===== src/rtl/memory_game_pkg.sv =====
// Shared definitions for the memory game blocks: symbol/pattern sizing,
// the pattern player state encoding and the symbol-to-LED decode.
package memory_game_pkg;

  localparam int SYM_W   = 3;                    // bits per symbol (LED index 0-7)
  localparam int MAX_LEN = 25;                   // symbols a pattern can hold
  localparam int LEN_W   = $clog2(MAX_LEN + 1);  // width of a length value 0..MAX_LEN
  localparam int SLOT_W  = $clog2(MAX_LEN);      // width of a slot index 0..MAX_LEN-1

  typedef enum logic [1:0] {
    IDLE = 2'd0,
    ON   = 2'd1,
    GAP  = 2'd2,
    DONE = 2'd3
  } player_state_t;

  // One-hot LED drive for a symbol; every symbol value maps to exactly one LED.
  function automatic logic [7:0] sym_to_led(input logic [SYM_W-1:0] sym);
    logic [7:0] l;
    l      = 8'h00;
    l[sym] = 1'b1;
    return l;
  endfunction

endpackage


===== src/rtl/phase_timer.sv =====
// Loadable down-counter. A load strobe sets the count; otherwise it counts
// down one per cycle and parks at zero. expired_o is high while the count
// is zero, so a load of N-1 gives a phase of exactly N cycles.
module phase_timer #(
  parameter int W = 8
) (
  input  logic         clk,
  input  logic         rst_n,
  input  logic         load_i,
  input  logic [W-1:0] load_val_i,
  output logic         expired_o
);

  logic [W-1:0] cnt_q, cnt_d;

  // Next count: reload on strobe, else count down without wrapping below zero.
  always_comb begin
    cnt_d = cnt_q;
    if (load_i) begin
      cnt_d = load_val_i;
    end else if (cnt_q != '0) begin
      cnt_d = cnt_q - 1'b1;
    end
  end

  // Count register with synchronous active-low reset.
  always_ff @(posedge clk) begin
    if (!rst_n) begin
      cnt_q <= '0;
    end else begin
      cnt_q <= cnt_d;
    end
  end

  assign expired_o = (cnt_q == '0);

endmodule


===== src/rtl/pattern_player.sv =====
// Pattern player: plays a latched symbol pattern on the 8 LEDs, ON_CYCLES lit
// per symbol with OFF_CYCLES blank between symbols, then pulses done.
// Forward order is oldest-first (slot L-1 down to 0), reverse is newest-first.
// Optional tone output is built only when PATTERN_PLAYER_TONE_EN is defined;
// otherwise tone is tied low and no divider exists.
module pattern_player
  import memory_game_pkg::*;
#(
  parameter int ON_CYCLES  = 25000000,
  parameter int OFF_CYCLES = 12500000,
  parameter int TONE_BASE  = 1000
) (
  input  logic                     clk,
  input  logic                     rst_n,
  input  logic                     start,
  input  logic [MAX_LEN*SYM_W-1:0] pattern,
  input  logic [LEN_W-1:0]         len,
  input  logic                     reverse,
  input  logic                     abort,
  output logic [7:0]               led,
  output logic                     busy,
  output logic                     done,
  output logic [SLOT_W-1:0]        sym_idx,
  output logic                     tone
);

  localparam int MAX_PHASE = (ON_CYCLES > OFF_CYCLES) ? ON_CYCLES : OFF_CYCLES;
  localparam int CNT_W     = $clog2(MAX_PHASE + 1);

  localparam logic [CNT_W-1:0] ON_LOAD  = CNT_W'(ON_CYCLES - 1);
  localparam logic [CNT_W-1:0] OFF_LOAD = CNT_W'(OFF_CYCLES - 1);

  player_state_t            state_q, state_d;
  logic [MAX_LEN*SYM_W-1:0] pat_q, pat_d;
  logic [LEN_W-1:0]         len_q, len_d;
  logic                     rev_q, rev_d;
  logic [SLOT_W-1:0]        slot_q, slot_d;
  logic [SYM_W-1:0]         sym_d;
  logic [7:0]               led_q;
  logic                     busy_q, done_q;

  logic                     tmr_load;
  logic [CNT_W-1:0]         tmr_val;
  logic                     tmr_exp;

  logic [LEN_W-1:0]         len_clamp, len_clamp_m1, len_q_m1;
  logic                     last_sym;

  // Over-long requests play the full buffer rather than wrapping.
  assign len_clamp    = (len > LEN_W'(MAX_LEN)) ? LEN_W'(MAX_LEN) : len;
  assign len_clamp_m1 = len_clamp - 1'b1;
  assign len_q_m1     = len_q - 1'b1;

  // The symbol being shown is the final one in the chosen play order.
  assign last_sym = rev_q ? (slot_q == SLOT_W'(len_q_m1)) : (slot_q == '0);

  phase_timer #(
    .W (CNT_W)
  ) u_phase_timer (
    .clk        (clk),
    .rst_n      (rst_n),
    .load_i     (tmr_load),
    .load_val_i (tmr_val),
    .expired_o  (tmr_exp)
  );

  // Next-state, latch and timer-load decisions; abort overrides everything.
  always_comb begin
    state_d  = state_q;
    pat_d    = pat_q;
    len_d    = len_q;
    rev_d    = rev_q;
    slot_d   = slot_q;
    tmr_load = 1'b0;
    tmr_val  = '0;

    if (abort) begin
      state_d = IDLE;
    end else begin
      case (state_q)
        IDLE: begin
          if (start) begin
            pat_d = pattern;
            len_d = len_clamp;
            rev_d = reverse;
            if (len_clamp == '0) begin
              state_d = DONE;
            end else begin
              state_d  = ON;
              slot_d   = reverse ? '0 : SLOT_W'(len_clamp_m1);
              tmr_load = 1'b1;
              tmr_val  = ON_LOAD;
            end
          end
        end
        ON: begin
          if (tmr_exp) begin
            if (last_sym) begin
              state_d = DONE;
            end else begin
              state_d  = GAP;
              tmr_load = 1'b1;
              tmr_val  = OFF_LOAD;
            end
          end
        end
        GAP: begin
          if (tmr_exp) begin
            state_d  = ON;
            slot_d   = rev_q ? slot_q + 1'b1 : slot_q - 1'b1;
            tmr_load = 1'b1;
            tmr_val  = ON_LOAD;
          end
        end
        DONE: begin
          state_d = IDLE;
        end
        default: begin
          state_d = IDLE;
        end
      endcase
    end

    // Symbol for the slot that will be shown next cycle.
    sym_d = pat_d[slot_d*SYM_W +: SYM_W];
  end

  // State, latched request and registered outputs derived from next state.
  always_ff @(posedge clk) begin
    if (!rst_n) begin
      state_q <= IDLE;
      pat_q   <= '0;
      len_q   <= '0;
      rev_q   <= 1'b0;
      slot_q  <= '0;
      led_q   <= 8'h00;
      busy_q  <= 1'b0;
      done_q  <= 1'b0;
    end else begin
      state_q <= state_d;
      pat_q   <= pat_d;
      len_q   <= len_d;
      rev_q   <= rev_d;
      slot_q  <= slot_d;
      led_q   <= (state_d == ON) ? sym_to_led(sym_d) : 8'h00;
      busy_q  <= (state_d != IDLE);
      done_q  <= (state_d == DONE);
    end
  end

  assign led     = led_q;
  assign busy    = busy_q;
  assign done    = done_q;
  assign sym_idx = slot_q;

`ifdef PATTERN_PLAYER_TONE_EN
  localparam int TONE_W = $clog2(TONE_BASE * (2 ** SYM_W) + 1);

  logic [TONE_W-1:0] tone_cnt_q;
  logic [TONE_W-1:0] tone_half_m1;
  logic              tone_q;

  // Half-period grows with the symbol value so each LED has its own pitch.
  assign tone_half_m1 = TONE_W'(TONE_BASE * (int'(sym_d) + 1) - 1);

  // Square wave during ON only; restarts low on each ON entry.
  always_ff @(posedge clk) begin
    if (!rst_n) begin
      tone_q     <= 1'b0;
      tone_cnt_q <= '0;
    end else if (state_d != ON) begin
      tone_q     <= 1'b0;
      tone_cnt_q <= '0;
    end else if (state_q != ON) begin
      tone_q     <= 1'b0;
      tone_cnt_q <= tone_half_m1;
    end else if (tone_cnt_q == '0) begin
      tone_q     <= ~tone_q;
      tone_cnt_q <= tone_half_m1;
    end else begin
      tone_cnt_q <= tone_cnt_q - 1'b1;
    end
  end

  assign tone = tone_q;
`else
  // No divider in this build; TONE_BASE only keeps the parameter list uniform.
  assign tone = 1'b0 & (TONE_BASE == 0);
`endif

endmodule


===== config.mk =====
export PLATFORM = sky130hd
export DESIGN_NAME = pattern_player
export DESIGN_NICKNAME = d
export VERILOG_FILES = /design/src/rtl/memory_game_pkg.sv /design/src/rtl/phase_timer.sv /design/src/rtl/pattern_player.sv
export SDC_FILE = /design/constraint.sdc
export NUM_CORES = 1
export LEC_CHECK = 0
export CAP_MARGIN = 30
export CORE_MARGIN = 1.5
export CORE_UTILIZATION = 35
export DETAILED_ROUTE_END_ITERATION = 10
export SYNTH_ARGS = -nofsm -noshare
export SYNTH_HDL_FRONTEND = slang
export SYNTH_SLANG_ARGS = --single-unit

===== constraint.sdc =====
create_clock -name clk -period 3.58 [get_ports clk]
set_clock_uncertainty 0.2 [all_clocks]
set_input_delay 0.358 -clock clk [delete_from_list [all_inputs] [get_ports clk]]
set_output_delay 0.358 -clock clk [all_outputs]
set_load 0.01 [all_outputs]

Yosys cells after proc, flatten, opt, wreduce, memory -nomap -nowiden
Cells that the tools add are included.
Word-level totals
  input port bits: 85
  bits in registers: 123
  output and inout port bits: 16
Operators by class
  mux-type cells: 37
  shifts and indexed selects: 1
  order comparisons: 3
  add/subtract/negate cells: 5
  bitwise logic cells: 1
  multipliers: 1
  eq/ne operators: 6
  reduce and logical (&&, ||, !) cells: 10
Operators with widths (number)
  75-bit 2-to-1 mux: 3
  25-bit 2-to-1 mux: 6
  25-bit case mux with 3 select lines: 1
  75-bit by 8-bit indexed part select with 3-bit output: 1
  24-bit 2-to-1 mux: 2
  5-bit 2-to-1 mux: 7
  25-bit zero test: 1
  25-bit nonzero test: 1
  25-bit by 1-bit subtractor with 25-bit output (second input constant): 1
  5-bit by 1-bit subtractor with 5-bit output (second input constant): 3
  5-bit zero test: 2
  2-bit 2-to-1 mux: 5
  5-bit case mux with 2 select lines: 1
  1-bit 2-to-1 mux: 9
  2-bit case mux with 4 select lines: 1
  5-bit by 2-bit multiplier with 7-bit output (second input constant): 1
  2-bit equality test (second input constant): 3
  5-bit by 1-bit adder with 5-bit output (second input constant): 1
  5-bit equality test: 1
  5-bit greater-than comparator (second input constant): 1
  2-bit by 1-bit equality test with 1-bit output (second input constant): 2
  3-bit by 4-bit < comparator with 1-bit output (second input constant): 1
  2-bit nonzero test: 2
  1-bit demux with 3-bit select: 1
  other kinds (7): 7

Logic depth before layout (Yosys ltp)
Gate-level depths: netlist of the first run.
  word-level depth: 14
  depth in mapped cells: 16
  gate-level depth less buffers: 14

Hierarchy
From an unflattened synthesis of the first run, not the netlist that was laid out.
Unflattened totals
  cells, all modules: 691
  area total of the unflattened synthesis: 6541.3 um^2
By module, submodules not included
  pattern_player: area each 5111.2 um^2, times used 1, cells each 523
  phase_timer: area each 1430.1 um^2, times used 1, cells each 168

Worst setup path before layout of the first run
Ideal clock, no wire load.
  path type: register to register
  start: reg u_phase_timer.cnt_q[10]
  end: reg led_q[7] (netlist: led[7])
  path slack: -263 ps
  stages on the path, launching flop included: 13
  arrival time: 3525 ps
  path buffers: 2
  period minus slack after synthesis: 3843 ps
  required time: 3262 ps
  setup time: 118 ps
  cells stage by stage: dfxtp_1 > or4_4 > or4_4 > buf_6 > or4_4 > buf_6 > o31ai_4 > nor3_2 > a32o_1 > or4_4 > o211ai_2 > nand4bb_1 > nor2_1
Between the ends
  word-level cells in the longest chain between the ends: 10
Ends and longest elaborated chain
  start, declared: RTL line phase_timer.sv:14  | logic [W-1:0] cnt_q, cnt_d;
  start signal, assigned: RTL line phase_timer.sv:31  | cnt_q <= cnt_d;
  25-bit zero test (*): RTL line phase_timer.sv:35  | assign expired_o = (cnt_q == '0);
  5-bit 2-to-1 mux: RTL line pattern_player.sv:108  | if (tmr_exp) begin
  5-bit case mux with 2 select lines: RTL line pattern_player.sv:80  | case (state_q)
  5-bit 2-to-1 mux: RTL line pattern_player.sv:77  | if (abort) begin
  5-bit by 2-bit multiplier with 7-bit output: RTL line pattern_player.sv:125  | sym_d = pat_d[slot_d*SYM_W +: SYM_W];
  75-bit by 8-bit indexed part select with 3-bit output: RTL line pattern_player.sv:125
  3-bit by 4-bit < comparator with 1-bit output (not written as such) or 3-bit by 1-bit greater-or-equal comparator with 1-bit output (tied branches): RTL line memory_game_pkg.sv:21  | l[sym] = 1'b1;
  1-bit logical AND (not written as such): RTL line memory_game_pkg.sv:21
  1-bit 2-to-1 mux (not written as such): RTL line memory_game_pkg.sv:21
  1-bit demux with 3-bit select: RTL line memory_game_pkg.sv:21
  end signal, assigned: RTL line pattern_player.sv:145  | led_q <= (state_d == ON) ? sym_to_led(sym_d) : 8'h00;
  end, declared: RTL line pattern_player.sv:39  | logic [7:0] led_q;
Mark *: on every way between the ends. The rest lies on a longest branch, timed or not.
A chain may end at the register's enable or synchronous reset.

Worst setup path after layout of the first run
  start: reg u_phase_timer.cnt_q[13]
  end: reg led_q[4] (netlist: led[4])
Same word-level chain as after synthesis.

==> impl_table.tex, run 1 <==
\begin{tabular}{lr}
\hline
Metric & Value \\
\hline
\multicolumn{2}{l}{\textbf{Synth}} \\
Mean Syn Cell Area & around 8.2 um\^{}2 \\
Number of enable-type register cells in the synthesized netlist & 0 \\
Cell Area, Synth & slightly above 6000 um\^{}2 \\
Yosys top cell area share & approximately two fifths \\
Sequential share of the synthesized area & between 30 and 40\% \\
Number of library cell types mapped by synthesis & 74 \\
Post-synth top flop & sky130\_fd\_sc\_hd\_\_dfxtp\_1 \\
Leading cell types by total area after synthesis & sky130\_fd\_sc\_hd\_\_dfxtp\_1, sky130\_fd\_sc\_hd\_\_nand2\_1, sky130\_fd\_sc\_hd\_\_a21oi\_1, sky130\_fd\_sc\_hd\_\_mux2i\_1, sky130\_fd\_sc\_hd\_\_nor2\_1 \\
Post-synthesis cell count & $\sim$760 \\
Flip-flop and latch count after synthesis & about 120 \\
Cell type with the largest total area after synthesis & sky130\_fd\_sc\_hd\_\_dfxtp\_1 \\
Number of warning messages in the yosys log & 0 \\
Async set-or-reset flop fraction in the synthesized netlist & 0\% \\
Post-Synthesis Net Count & roughly 850 \\
\multicolumn{2}{l}{\textbf{Setup path}} \\
Largest fanout of any net on the critical path & 5 \\
Timing startpoint of the critical path & u\_phase\_timer.cnt\_q[13] \\
Req. time, crit path & around 3.7 ns \\
CP Data Arrival Time & just under 4 ns \\
Top Family by Delay on Critical Path & simple AND/OR/NAND/NOR gates \\
CP Capture Point & led[4] \\
Reg-to-reg slack, setup & -0.25 ns \\
Slowest stage cell, crit path & sky130\_fd\_sc\_hd\_\_or4\_4 \\
Kind of critical path & register to register \\
Endpoint type of the worst setup path & register \\
Instance count on the critical path & 11 \\
Critical Path Start Type & register \\
Endpoint of the worst register-to-register path & led[4] \\
Start of the worst register-to-register path & u\_phase\_timer.cnt\_q[13] \\
Longest individual stage delay on the worst path & just under 0.6 ns \\
Number of cells on the worst reg-to-reg path & 11 \\
Combined buffer and inverter count along the critical path & 1 \\
Cell chain of the critical path & or4\_4 -> or4\_4 -> or4\_4 -> o31ai\_4 -> buf\_6 -> nor3\_4 -> a32o\_1 -> or4\_4 -> o211ai\_4 -> nand3\_2 -> nor3\_2 \\
Top cell by count, worst path & sky130\_fd\_sc\_hd\_\_or4\_4 \\
\multicolumn{2}{l}{\textbf{Pwr}} \\
Power per unit of standard cell area & approximately 490 nW/um\^{}2 \\
Internal power & around 3.2 mW \\
Net switching power figure & around 1.2 mW \\
Clock share of power & between 40\% and 50\% \\
Largest voltage drop on the vdd net & between 300 and 400 uV \\
Leakage dissipation & 3.763 nW \\
Part of the total power dissipated in combinational logic & approximately a quarter \\
Switch share & 27.80\% \\
Sequential share of power & $\sim$34\% \\
\multicolumn{2}{l}{\textbf{STA}} \\
Max Transition Viols Final & 0 \\
Setup repair after global routing missed its margin & yes \\
Maximum operating frequency & around 260 MHz \\
Time the final worst path needs with I/O delays and setup & about 3.8 ns \\
Hold Violations, Final & 0 \\
Max transition margin & 54.90\% \\
Finish-stage setup viols & 8 \\
Slew at the pin closest to its max-slew limit & 0.6694 ns \\
Setup WS post-layout & -0.2475 ns \\
Period utilisation layout & 106.9\% \\
\multicolumn{2}{l}{\textbf{CTS}} \\
Largest buffer count on any clock path & 2 \\
Worst-Skew Late Latency & 0.43 ns \\
Number of hold-repair buffers added at the cts stage & 0 \\
Cell chosen for the clock root & sky130\_fd\_sc\_hd\_\_clkbuf\_16 \\
CTS tree & done \\
Number of H-tree branching levels & 4 \\
Clock transition at the registers of the reported paths & around 0.06 ns \\
Cts bufs inserted & 17 \\
Number of clock sinks & 123 \\
\multicolumn{2}{l}{\textbf{Global route}} \\
Total overflow reported by the global router & 0 \\
Number of antenna violations at the first check in global routing & 0 \\
Pin count of the biggest net entering global routing & 39 \\
Global-route usage over all layers & a little over a fifth \\
Number of global-route vias before repair & 5919 \\
First-pass GRT wire length & around 30 mm \\
\multicolumn{2}{l}{\textbf{Cells and area}} \\
Area added between synthesis and finish & 48.32\% \\
Ant. Diodes & 0 \\
Proportion of layout cells with a drive suffix above 1 & 23.05\% \\
Fin cells & about 1200 \\
Number of fill cells & 1565 \\
Area taken by flip-flops and latches & roughly 2500 um\^{}2 \\
Area of the multi-input gates & about 3700 um\^{}2 \\
Net count reported at finish & 1043 \\
\multicolumn{2}{l}{\textbf{Routing}} \\
Iter 0 DRT Violations & approximately 500 \\
ANT nets after route & 0 \\
Remaining routing DRC violations & 0 \\
Detailed Route WL & approximately 19 mm \\
Detailed Routing Iterations Pass 1 & 5 \\
Avg WL per Cell & $\sim$16 um \\
Via count & between 6000 and 7000 \\
Detailed-route vias per instance & roughly 5.2 \\
\multicolumn{2}{l}{\textbf{Placed design}} \\
HPWL reported at the end of detailed placement & $\sim$14 mm \\
Post-placement worst setup slack & -0.8372 ns \\
Final estimated routing congestion in global placement & 0.8253 \\
Cells after DPL & around 1100 \\
Port Buf Inserts & 99 \\
\multicolumn{2}{l}{\textbf{Floorplanning}} \\
Placement row count & 48 \\
Horizontal die dimension & between 100 and 150 um \\
Area enclosed by the die boundary & around 18000 um\^{}2 \\
Placeable core region & about 17000 um\^{}2 \\
Top Ports & 101 \\
Starting density of the core & 35.77\% \\
Die H & roughly 140 um \\
\multicolumn{2}{l}{\textbf{Hold path}} \\
Worst hold path class & primary input to register \\
\multicolumn{2}{l}{\textbf{Outcome}} \\
Violated checks & negative setup slack \\
Result of the run & finished with violations \\
\multicolumn{2}{l}{\textbf{Run}} \\
Count of maximum capacitance violations & 0 \\
\hline
\end{tabular}
## power groups by stage
stage | Combinational [mW] | Clock (mW) | Sequential (mW)
after floorplan | 0.573 | 0 | 1.56
after global placement | 1.00 | 0 | 1.55
after detailed placement | 1.01 | 0 | 1.55
after CTS | 1.07 | 1.89 | 1.52
after global routing | 1.20 | 1.95 | 1.53
final | 1.10 | 1.86 | 1.52
## tightest hold or removal path: stages
cell and delay (ns):
sky130_fd_sc_hd__dlymetal6s2s_1 0.13, sky130_fd_sc_hd__buf_4 0.14, sky130_fd_sc_hd__nand3_1 0.06, sky130_fd_sc_hd__a21oi_1 0.05
## Yosys cell counts, types with 8 or more instances
cell	instances
sky130_fd_sc_hd__nand2_1	133
sky130_fd_sc_hd__dfxtp_1	123
sky130_fd_sc_hd__a21oi_1	87
sky130_fd_sc_hd__nor2_1	79
sky130_fd_sc_hd__mux2i_1	40
sky130_fd_sc_hd__clkbuf_1	31
sky130_fd_sc_hd__xnor2_1	21
sky130_fd_sc_hd__nor3_1	18
sky130_fd_sc_hd__inv_1	16
sky130_fd_sc_hd__o21ai_0	13
sky130_fd_sc_hd__nand4_1	12
sky130_fd_sc_hd__o211ai_1	11
sky130_fd_sc_hd__xor2_1	11
sky130_fd_sc_hd__or4_1	10
sky130_fd_sc_hd__nand3_1	9
sky130_fd_sc_hd__nor4_1	9
sky130_fd_sc_hd__mux2_2	8
## kinds of logic after synthesis
group / synth area share [%]
AND/OR/NAND/NOR: 24.15
AO/OA/AOI/OAI: 17.01
flip-flops: 39.94
buffers and inverters: 4.586
multiplexers: 8.178
XOR/XNOR: 4.545
adder cells (fa/ha/maj): 1.542
other: 0.06082
## sequential cells by signal, indices dropped and copies added (netlist names)
name	cells
pat_q	75
done	1
state_q	2
u_phase_timer.cnt_q	25
rev_q	1
led	8
busy	1
sym_idx	5
len_q	5
## area by class of cell
class,count,share of cell area (%)
clock inverter,12,2.039
inverter,17,0.6978
sequential,123,26.94
timing repair buffer,223,22.21
tap,225,3.078
multi-input combinational,569,40.09
clock buffer,19,4.953
## stage by stage
stage | hold WS (ns) | TNS (ns) | cell area, um^2 | total power, mW | utilization (%)
2_1_floorplan | 0.2329 | -1.310 | 6203 | 2.129 | -
3_3_place_gp | 0.2407 | -6.257 | 8138 | 2.548 | 47.21
4_1_cts | 0.2607 | -1.712 | 8956 | 4.483 | 51.96
3_5_place_dp | 0.2492 | -6.592 | 8138 | 2.558 | 47.21
6_report | 0.1520 | -1.802 | 9145 | 4.483 | 53.06
5_1_grt | 0.1704 | -2.689 | 9145 | 4.686 | 53.06
## routing by layer
layer	track usage [%]	part of all wire, %
met4	6.571	1.3
met5	0	0
met3	4.003	4.6
met2	31.64	44
met1	29.78	50
## cells in the final DEF (no fill, tap or decap), types with 3 or more instances in the layout
| cell | n |
|---|---|
| sky130_fd_sc_hd__buf_12 | 6 |
| sky130_fd_sc_hd__o21ai_0 | 12 |
| sky130_fd_sc_hd__nor2_1 | 77 |
| sky130_fd_sc_hd__or4_1 | 7 |
| sky130_fd_sc_hd__xor2_1 | 11 |
| sky130_fd_sc_hd__buf_4 | 111 |
| sky130_fd_sc_hd__buf_6 | 7 |
| sky130_fd_sc_hd__and3_1 | 3 |
| sky130_fd_sc_hd__nor3_4 | 3 |
| sky130_fd_sc_hd__or2_2 | 3 |
| sky130_fd_sc_hd__or3_1 | 7 |
| sky130_fd_sc_hd__clkdlybuf4s50_1 | 96 |
| sky130_fd_sc_hd__nor3b_1 | 4 |
| sky130_fd_sc_hd__dlymetal6s2s_1 | 3 |
| sky130_fd_sc_hd__mux2i_1 | 40 |
| sky130_fd_sc_hd__clkinvlp_4 | 3 |
| sky130_fd_sc_hd__a32o_1 | 3 |
| sky130_fd_sc_hd__ha_1 | 5 |
| sky130_fd_sc_hd__nor4_1 | 7 |
| sky130_fd_sc_hd__o21ai_1 | 3 |
| sky130_fd_sc_hd__mux2_2 | 7 |
| sky130_fd_sc_hd__o211ai_1 | 11 |
| sky130_fd_sc_hd__a21oi_1 | 86 |
| sky130_fd_sc_hd__nand3_2 | 3 |
| sky130_fd_sc_hd__inv_6 | 4 |
| sky130_fd_sc_hd__nor3_1 | 12 |
| sky130_fd_sc_hd__nand4_1 | 12 |
| sky130_fd_sc_hd__xnor2_1 | 21 |
| sky130_fd_sc_hd__dfxtp_1 | 122 |
| sky130_fd_sc_hd__inv_1 | 16 |
| sky130_fd_sc_hd__a31oi_1 | 6 |
| sky130_fd_sc_hd__or4_4 | 7 |
| sky130_fd_sc_hd__bufinv_16 | 4 |
| sky130_fd_sc_hd__a32oi_1 | 5 |
| sky130_fd_sc_hd__nand2_1 | 132 |
| sky130_fd_sc_hd__clkbuf_16 | 17 |
| sky130_fd_sc_hd__nand3_1 | 7 |
| sky130_fd_sc_hd__nor3_2 | 5 |
## repair_timing
action	CTS	global route
setup buffers	7	10
pin swaps	7	17
gates resized for setup	26	27
setup endpoints to repair	8	8
## worst min path at each step
stage,end,slack [ns],cells after the start,from
3_3_place_gp,pat_q[8],0.24,2,pat_q[8]
4_1_cts,pat_q[61],0.26,2,pat_q[61]
2_1_floorplan,pat_q[11],0.23,2,pat_q[11]
5_1_grt,len_q[1],0.17,4,len[1]
3_5_place_dp,pat_q[11],0.25,2,pat_q[11]
6_report,len_q[1],0.15,4,len[1]
Power figures use the tool's default switching activity.
==> inputs of run 2 (changes only) <==
- CTS_CLUSTER_SIZE: not set -> 14
==> results of run 2 <==
The final DEF is identical to that of run 1; final timing and power are the same.
==> inputs of run 3 (changes only) <==
- SETUP_SLACK_MARGIN: not set -> 0.1
==> impl_table.tex, run 3 (synthesis results as in run 1) <==
\begin{tabular}{lr}
\hline
Metric & Value \\
\hline
\multicolumn{2}{l}{\textbf{Outcome}} \\
Result of the run & finished with violations \\
Violated checks & negative setup slack \\
\multicolumn{2}{l}{\textbf{CTS}} \\
Cell chosen for the clock root & sky130\_fd\_sc\_hd\_\_clkbuf\_16 \\
Number of H-tree branching levels & 4 (unchanged) \\
Worst-Skew Late Latency & 0.42 ns (about the same) \\
Number of clock sinks & 123 (unchanged) \\
CTS tree & done \\
Number of hold-repair buffers added at the cts stage & 0 (unchanged) \\
Cts bufs inserted & 17 (unchanged) \\
Largest buffer count on any clock path & 2 (unchanged) \\
Clock transition at the registers of the reported paths & 0.06 ns (about the same) \\
\multicolumn{2}{l}{\textbf{Setup path}} \\
Reg-to-reg slack, setup & -0.25 ns (about the same) \\
CP Data Arrival Time & 3.99 ns (about the same) \\
Req. time, crit path & 3.73 ns (about the same) \\
Endpoint type of the worst setup path & register \\
Critical Path Start Type & register \\
Largest fanout of any net on the critical path & 5 (unchanged) \\
Kind of critical path & register to register \\
\multicolumn{2}{l}{\textbf{Routing}} \\
Detailed Routing Iterations Pass 1 & 7 (+2) \\
Via count & 6181 (+0.41\%) \\
Avg WL per Cell & 15.80 um (+1.2\%) \\
ANT nets after route & 0 (unchanged) \\
Remaining routing DRC violations & 0 (unchanged) \\
Detailed Route WL & 18.82 mm (+1.5\%) \\
Iter 0 DRT Violations & 487 (-2.0\%) \\
Detailed-route vias per instance & 5.190 (+0.15\%) \\
\multicolumn{2}{l}{\textbf{STA}} \\
Time the final worst path needs with I/O delays and setup & 3.832 ns (+0.004007 ns) \\
Period utilisation layout & 107.0\% (+0.11 points) \\
Max Transition Viols Final & 0 (unchanged) \\
Hold WS & 0.1907 ns (+0.03870 ns) \\
Max transition margin & 55.05\% (+0.15 points) \\
Finish-stage setup viols & 8 (unchanged) \\
TNS Setup & -1.694 ns (+0.1087 ns) \\
Maximum operating frequency & 261.0 MHz (-0.10\%) \\
Hold Violations, Final & 0 (unchanged) \\
Setup WS post-layout & -0.2515 ns (-0.004007 ns) \\
Slew at the pin closest to its max-slew limit & 0.6733 ns (+0.003869 ns) \\
Setup repair after global routing missed its margin & yes \\
\multicolumn{2}{l}{\textbf{Global route}} \\
Total overflow reported by the global router & 0 (unchanged) \\
Number of global-route vias before repair & 5862 (-0.96\%) \\
Met2 global-route usage & 31.58\% (-0.056 points) \\
Busiest grt layer & met2 \\
Global-route usage over all layers & 20.78\% (-0.11 points) \\
Pin count of the biggest net entering global routing & 39 (unchanged) \\
Fraction of met1 tracks used by global routing & 29.59\% (-0.20 points) \\
Number of antenna violations at the first check in global routing & 0 (unchanged) \\
Met3 demand-to-capacity share in global routing & 4.003\% (unchanged) \\
First-pass GRT wire length & 29.78 mm (-0.60\%) \\
\multicolumn{2}{l}{\textbf{Cells and area}} \\
Area added between synthesis and finish & 48.58\% \\
Most used cells in the layout excluding fill and tap cells & sky130\_fd\_sc\_hd\_\_nand2\_1, sky130\_fd\_sc\_hd\_\_dfxtp\_1, sky130\_fd\_sc\_hd\_\_buf\_4 \\
Most flop-heavy register & pat\_q \\
Proportion of layout cells with a drive suffix above 1 & 23.29\% (+0.24 points) \\
Layout Utilization & 53.15\% (+0.094 points) \\
Ant. Diodes & 0 (unchanged) \\
Number of flip-flops in the largest register & 75 (unchanged) \\
Net count reported at finish & 1046 (+0.29\%) \\
Most common cell after layout, fill and taps aside & sky130\_fd\_sc\_hd\_\_nand2\_1 \\
\multicolumn{2}{l}{\textbf{Pwr}} \\
Net switching power figure & 1.259 mW (+1.0\%) \\
Internal power & 3.238 mW (about the same) \\
Sequential share of power & 33.8\% (about the same) \\
Part of the total power dissipated in combinational logic & 24.7\% (about the same) \\
Switch share & 27.99\% (+0.19 points) \\
Power per unit of standard cell area & 490.9 nW/um\^{}2 (+0.15\%) \\
Leakage dissipation & 3.776 nW (+0.36\%) \\
Largest voltage drop on the vdd net & 335.2 uV (+0.93\%) \\
Clock share of power & 41.4\% (about the same) \\
Post-route total power & 4.497 mW (+0.32\%) \\
\multicolumn{2}{l}{\textbf{Floorplanning}} \\
Starting density of the core & 35.77\% (unchanged) \\
Top Ports & 101 (unchanged) \\
Placement row count & 48 (unchanged) \\
Die H & 135.7 um (unchanged) \\
Horizontal die dimension & 135.7 um (unchanged) \\
Placeable core region & 17240 um\^{}2 (unchanged) \\
Area enclosed by the die boundary & 18420 um\^{}2 (unchanged) \\
\multicolumn{2}{l}{\textbf{Placed design}} \\
HPWL reported at the end of detailed placement & 13.54 mm (unchanged) \\
Port Buf Inserts & 99 (unchanged) \\
Final estimated routing congestion in global placement & 0.8253 (unchanged) \\
\multicolumn{2}{l}{\textbf{Hold path}} \\
Worst hold path class & primary input to register \\
\multicolumn{2}{l}{\textbf{Run}} \\
Count of maximum capacitance violations & 0 (unchanged) \\
\hline
\end{tabular}
[run 3: changes by cell type in the layout (fill, tap and decap cells not counted), sizes merged]
cell,change
buf,+2
clkbuf,+1
clkdlybuf4s50,+1
dlymetal6s2s,-1
[run 3: repair_timing]
action	CTS	global route
cloned	0	1
resized for setup	15	36
pin swaps	3	14
buffers inserted	5	14
endpoints found under the setup margin	8	21
[run 3: layout make-up]
| cell class | count | area (um^2) |
|---|---|---|
| fillers | 1579 | 8075 |
| multi-input cells | 569 | 3645 |
| flip-flops and latches | 123 | 2464 |
| repair buffers | 226 | 2068 |
| clock buffers | 19 | 452.9 |
| well taps | 225 | 281.5 |
| clock inverters | 12 | 186.4 |
| inverters | 17 | 63.81 |
[run 3: through the flow]
step                      instance area, um^2  std cells  worst slack, ns
after floorplan                          6203        756          -0.1826
after global placement                   8138       1141          -0.7980
after detailed placement                 8138       1141          -0.8372
after CTS                                8901       1177          -0.2829
after global routing                     9161       1191          -0.3651
final                                    9161       1191          -0.2515
[run 3: final timing paths]
kind,startpoint,endpoint,cells after the start
hold / removal,len[4],len_q[4],4
setup / recovery,u_phase_timer.cnt_q[13],led[0],11
hold reg to reg,pat_q[61],pat_q[61],2
setup reg to reg,u_phase_timer.cnt_q[13],led[0],11
[run 3: layer usage]
metal / part of all wire, % / vias up
li1: - / 3076
met1: 49 / 2905
met2: 44 / 180
met3: 5.6 / 20
met4: 1.4 / 0
met5: 0 / -
[run 3: power groups by stage]
stage,sequential (mW),clock [mW],combinational (mW)
finish,1.52,1.86,1.11
global route,1.53,1.95,1.21
CTS,1.52,1.89,1.06
detailed placement,1.55,0,1.01
global placement,1.55,0,1.00
floorplan,1.56,0,0.573
[run 3: worst max-delay path: stages (launching register included)]
cell and delay (ns):
sky130_fd_sc_hd__dfxtp_1 0.31, sky130_fd_sc_hd__or4_4 0.56, sky130_fd_sc_hd__or4_4 0.45, sky130_fd_sc_hd__or4_4 0.58, sky130_fd_sc_hd__o31ai_4 0.24, sky130_fd_sc_hd__buf_6 0.16
sky130_fd_sc_hd__nor3_4 0.06, sky130_fd_sc_hd__a32o_1 0.20, sky130_fd_sc_hd__or4_4 0.55, sky130_fd_sc_hd__o211ai_4 0.12, sky130_fd_sc_hd__nand3_2 0.14, sky130_fd_sc_hd__nor3_2 0.18
